## config.mk

```make
export PLATFORM = sky130hd
export DESIGN_NAME = piso_serializer_ctrl_flat
export DESIGN_NICKNAME = d
export VERILOG_FILES = /design/src/rtl/piso_serializer_ctrl_pkg.sv /design/src/rtl/piso_serializer_ctrl_if.sv /design/src/rtl/piso_serializer_ctrl_bit_tick_gen.sv /design/src/rtl/piso_serializer_ctrl.sv /design/src/flat_wrapper.sv
export SDC_FILE = /design/constraint.sdc
export NUM_CORES = 1
export LEC_CHECK = 0
export BUFFER_PORTS_ARGS = -buffer_cell sky130_fd_sc_hd__buf_2
export CORE_MARGIN = 5
export CORE_UTILIZATION = 30
export DETAILED_ROUTE_END_ITERATION = 6
export PLACE_DENSITY = 0.57
export SLEW_MARGIN = 5
export SYNTH_ARGS = -nofsm -noshare
export SYNTH_HDL_FRONTEND = slang
export SYNTH_SLANG_ARGS = --single-unit
```

## constraint.sdc

```tcl
create_clock -name clk -period 1.47 [get_ports clk]
set_input_delay 0.0735 -clock clk [delete_from_list [all_inputs] [get_ports clk]]
set_output_delay 0.0735 -clock clk [all_outputs]
set_load 0.02 [all_outputs]
```

## src/rtl/piso_serializer_ctrl_pkg.sv

```systemverilog
// Shared encodings for the PISO serializer: FSM states, shift-direction codes
// and a counter-width helper.
package piso_serializer_ctrl_pkg;

  typedef enum logic [1:0] {
    ST_IDLE  = 2'd0,
    ST_SHIFT = 2'd1,
    ST_DONE  = 2'd2
  } state_t;

  localparam logic DIR_RIGHT = 1'b0;
  localparam logic DIR_LEFT  = 1'b1;

  // A modulo-n counter needs at least one bit, even when n is 1.
  function automatic int cnt_width(input int n);
    return (n <= 2) ? 1 : $clog2(n);
  endfunction

endpackage

```

## src/rtl/piso_serializer_ctrl_if.sv

```systemverilog
// Word-in / bit-out signal bundle for the PISO serializer.
// The master side is the producer and serial consumer; the slave side is the serializer.
interface piso_serializer_ctrl_if #(
  parameter int N = 4
);
  logic         in_valid;
  logic         in_ready;
  logic [N-1:0] in_data;
  logic         in_dir;
  logic         ser_out;
  logic         ser_valid;
  logic         busy;
  logic         done;

  modport master (
    output in_valid, in_data, in_dir,
    input  in_ready, ser_out, ser_valid, busy, done
  );

  modport slave (
    input  in_valid, in_data, in_dir,
    output in_ready, ser_out, ser_valid, busy, done
  );
endinterface

```

## src/rtl/piso_serializer_ctrl_bit_tick_gen.sv

```systemverilog
// Modulo-DIV pacing counter: counts while enabled and raises tick on the
// terminal count, then wraps to zero.
module bit_tick_gen
  import piso_serializer_ctrl_pkg::*;
#(
  parameter int DIV = 1
) (
  input  logic clk,
  input  logic rst,
  input  logic en,
  input  logic clr,
  output logic tick
);
  localparam int W = cnt_width(DIV);
  localparam logic [W-1:0] LAST = W'(DIV - 1);

  logic [W-1:0] cnt_q, cnt_d;

  assign tick = en && (cnt_q == LAST);

  always_comb begin
    cnt_d = cnt_q;
    if (clr)
      cnt_d = '0;
    else if (en)
      cnt_d = tick ? '0 : cnt_q + 1'b1;
  end

  always_ff @(posedge clk) begin
    if (rst)
      cnt_q <= '0;
    else
      cnt_q <= cnt_d;
  end
endmodule

```

## src/rtl/piso_serializer_ctrl.sv

```systemverilog
// Parallel-in/serial-out serializer: latches a word on valid/ready, shifts it
// out LSB- or MSB-first with each bit held DIV clocks, then pulses done.
module piso_serializer_ctrl
  import piso_serializer_ctrl_pkg::*;
#(
  parameter int N   = 4,
  parameter int DIV = 1
) (
  input logic                  clk,
  input logic                  reset,
  piso_serializer_ctrl_if.slave bus
);
  localparam int BW = $clog2(N);
  localparam logic [BW-1:0] BIT_LAST = BW'(N - 1);

  state_t          state_q, state_d;
  logic [N-1:0]    shreg_q, shreg_d;
  logic            dir_q, dir_d;
  logic [BW-1:0]   bit_cnt_q, bit_cnt_d;
  logic            shifting;
  logic            tick;

  assign shifting = (state_q == ST_SHIFT);

  // The pacing counter is held at zero outside SHIFT, so every word starts fresh.
  bit_tick_gen #(.DIV(DIV)) u_tick (
    .clk  (clk),
    .rst  (reset),
    .en   (shifting),
    .clr  (!shifting),
    .tick (tick)
  );

  always_comb begin
    state_d   = state_q;
    shreg_d   = shreg_q;
    dir_d     = dir_q;
    bit_cnt_d = bit_cnt_q;
    case (state_q)
      ST_IDLE: begin
        if (bus.in_valid) begin
          shreg_d   = bus.in_data;
          dir_d     = bus.in_dir;
          bit_cnt_d = '0;
          state_d   = ST_SHIFT;
        end
      end
      ST_SHIFT: begin
        if (tick) begin
          shreg_d = (dir_q == DIR_LEFT) ? {shreg_q[N-2:0], 1'b0}
                                        : {1'b0, shreg_q[N-1:1]};
          if (bit_cnt_q == BIT_LAST) begin
            bit_cnt_d = '0;
            state_d   = ST_DONE;
          end else begin
            bit_cnt_d = bit_cnt_q + 1'b1;
          end
        end
      end
      ST_DONE: state_d = ST_IDLE;
      default: state_d = ST_IDLE;
    endcase
  end

  always_ff @(posedge clk) begin
    if (reset) begin
      state_q   <= ST_IDLE;
      shreg_q   <= '0;
      dir_q     <= DIR_RIGHT;
      bit_cnt_q <= '0;
    end else begin
      state_q   <= state_d;
      shreg_q   <= shreg_d;
      dir_q     <= dir_d;
      bit_cnt_q <= bit_cnt_d;
    end
  end

  // Outputs decode registered state only; in_* never reach them combinationally.
  assign bus.in_ready  = (state_q == ST_IDLE);
  assign bus.busy      = shifting;
  assign bus.ser_valid = shifting;
  assign bus.done      = (state_q == ST_DONE);
  assign bus.ser_out   = shifting && ((dir_q == DIR_LEFT) ? shreg_q[N-1] : shreg_q[0]);
endmodule

```

## src/flat_wrapper.sv

```systemverilog
// flat-port wrapper written by rule: the top's interface ports become plain ports
module piso_serializer_ctrl_flat import piso_serializer_ctrl_pkg::*;
#(
  parameter int N   = 4,
  parameter int DIV = 1
)
  (clk, reset, bus_in_valid, bus_in_data, bus_in_dir, bus_in_ready, bus_ser_out, bus_ser_valid, bus_busy, bus_done);
  piso_serializer_ctrl_if #(.N(N)) bus_i ();
  input logic clk;
  input logic reset;
  input wire logic [$bits(bus_i.in_valid)-1:0] bus_in_valid;
  input wire logic [$bits(bus_i.in_data)-1:0] bus_in_data;
  input wire logic [$bits(bus_i.in_dir)-1:0] bus_in_dir;
  output wire logic [$bits(bus_i.in_ready)-1:0] bus_in_ready;
  output wire logic [$bits(bus_i.ser_out)-1:0] bus_ser_out;
  output wire logic [$bits(bus_i.ser_valid)-1:0] bus_ser_valid;
  output wire logic [$bits(bus_i.busy)-1:0] bus_busy;
  output wire logic [$bits(bus_i.done)-1:0] bus_done;
  assign bus_i.in_valid = bus_in_valid;
  assign bus_i.in_data = bus_in_data;
  assign bus_i.in_dir = bus_in_dir;
  assign bus_in_ready = bus_i.in_ready;
  assign bus_ser_out = bus_i.ser_out;
  assign bus_ser_valid = bus_i.ser_valid;
  assign bus_busy = bus_i.busy;
  assign bus_done = bus_i.done;
  piso_serializer_ctrl #(.N(N), .DIV(DIV)) u_core (.clk(clk), .reset(reset), .bus(bus_i));
endmodule
```

==> run summary <==
CTS tree - done
clk slew on worst S/H paths - 0.08 ns
Core Area - 0.00190 sq mm
final max-slew violation count - 0
register area share after synthesis - 0.344
worst path required time - 1.40 ns
Yosys top cell area share - 0.344
met3 WL post-DR - 94 um
fillers - 202
Cells after Synth - 66
Clock power frac - 0.378
top-count cell post-synth - dfxtp_1
WL per Instance - 11.7 um
Starting DRT DRC Count - 13
critical path fanouts, max - 10
Pwr per Cell Area - 958 mW/mm^2
Post-synth EDFFs - 0
HP Class - in2reg
status - finished clean
Port Buffers - 12
Hold Vio Cnt, Final - 0
Reg area - 201 sq um
Worst Setup End Kind - output pin
NetSw - 181 uW
Placer Congestion - 0.746
internal power - 491 uW
Vias - 516
diode count - 0
clock sink count - 10
Cells after DPL - 103
DRC - 0
WHS - 0.0621 ns
drt pass-1 iters - 4
#FFs+latches synth - 10
Initial Utilization - 0.306
max cap viols - 0
worst path arrival time - 1.28 ns
synth warn - 0
VDD IR max - 579 uV
vias per inst - 4.82
vias in the first global route - 463
met1 WL - 570 um
clock buffer depth - 2
share of cells above drive strength 1 - 0.263
Root Buffer - clkbuf_4
final setup TNS - 0 ns
Skew-Pair Late Insertion Delay - 0.27 ns
Final Routed Wirelength - 1.25 mm
non-filler instance count after layout - 107
Area Growth Syn to Fin - 20.4%
Seq pwr share - 0.459
critical path class - reg2out
P_leak - 0.278 nW
GR Overflow Total - 0
RSZ-0062 raised after global routing - false
initial antenna violation count - 0
Synthesized Nets - 75
antenna viol nets, final - 0
Max Clock Skew - 0.00979 ns
Sw Share - 0.269
largest net degree at the start of global routing - 17
post-synthesis async set-or-reset flop share - 0
Multi-input gate area - 350 sq um
Post-synth top cells - dfxtp_1, nand2b_1, nor2b_1
fin nets - 90
Netlist cell types - 28
top layer in use - met4
DR WL met2 - 568 um
Tot GR Track Use - 0.0977
final setup fails - 0
H-tree depth reported by CTS - 1
Die Y - 54.0 um
io pins - 13
Achievable Freq - 736 MHz
Die X-Extent - 54.0 um
# rows - 16
mean post-synth cell area - 8.82 sq um
Synth Flop Type - dfxtp_1
clock buffer count from CTS - 3
fin crit period - 1.36 ns
synthesized area - 582 sq um
Combinational Power Share - 0.162
Tcrit/Tclk final - 0.924
Post-DP HPWL - 934 um
crit path launch type - flip-flop
die footprint - 0.00292 sq mm
post-synth top area cell - dfxtp_1
hold_buf cts - 0
first-pass GRT wire length - 2.00 mm
largest cells by area after synthesis - dfxtp_1, nand2b_1, o221ai_1
-- registers in the layout, summed over array words and instances, names as in the netlist --
register,cells
u_core.u_tick.cnt_q,1
u_core.shreg_q,4
u_core.bit_cnt_q,2
u_core.state_q,2
u_core.dir_q,1
-- cells in the final DEF, fill, tap and decap left out, types with 2 or more instances in the layout --
master and n:
nand2_1 4, or2b_1 2, a21oi_1 4, buf_2 12
nor3_1 2, nor2b_1 5, a211oi_1 2, nand4b_1 2
mux2i_1 3, nor2_1 3, o32a_1 2, o21ai_0 3
nand2b_1 6, buf_4 2, o221ai_1 4, clkbuf_4 3
dfxtp_1 9
-- layer usage --
layer	up-vias	track usage
met5	-	0
met3	2	0.0609
met2	11	0.151
met1	235	0.112
li1	268	-
met4	0	0.0249
-- final timing paths --
path                            start                  end  slack [ns]  cells past startpoint
hold / removal             bus_in_dir         u_core.dir_q        0.06                      3
setup reg to reg    u_core.state_q[0]    u_core.shreg_q[1]        0.17                      3
hold reg to reg   u_core.bit_cnt_q[1]  u_core.bit_cnt_q[1]        0.48                      2
setup / recovery    u_core.state_q[0]          bus_ser_out        0.11                      3
-- cell type report --
class | instances | share of cell area
inverters | 1 | 0.00536
well taps | 27 | 0.0482
repair buffers | 14 | 0.107
multi-input cells | 51 | 0.500
flip-flops and latches | 10 | 0.287
clock buffers | 4 | 0.0518
-- critical path, cell delays in order (launching register included) --
cell and delay, ns:
dfxtp_2 0.40, or2b_1 0.33, nor2_1 0.12, buf_2 0.16
-- cell families after synthesis --
| family | synth area share |
|---|---|
| simple gates | 0.310 |
| fa+ha+maj | 0.0215 |
| compound gates | 0.213 |
| buf+inv | 0.0537 |
| mux | 0.0516 |
| other cells | 0.00645 |
| flops | 0.344 |
-- repair_timing --
action / 4_1_cts / 5_1_grt
setup endpoints to repair: 0 / 4
resized for setup: 0 / 1
setup buffers: 0 / 0
-- power groups by stage --
stage                     logic (mW)  clock network (mW)  registers (mW)
after floorplan               0.0862                   0           0.307
after global placement         0.109                   0           0.315
after detailed placement       0.108                   0           0.315
after CTS                      0.109               0.262           0.308
after global routing           0.121               0.281           0.312
final                          0.109               0.254           0.308
-- per-stage QoR --
step,setup slack [ns],total power [mW],util,instance area [sq um]
2_1_floorplan,0.273,0.393,-,582
3_3_place_gp,0.121,0.423,0.349,663
3_5_place_dp,0.116,0.423,0.349,663
4_1_cts,0.0180,0.679,0.368,699
5_1_grt,0.0315,0.714,0.368,701
6_report,0.112,0.671,0.368,701
No activity file was read; power rests on OpenSTA's default activity.
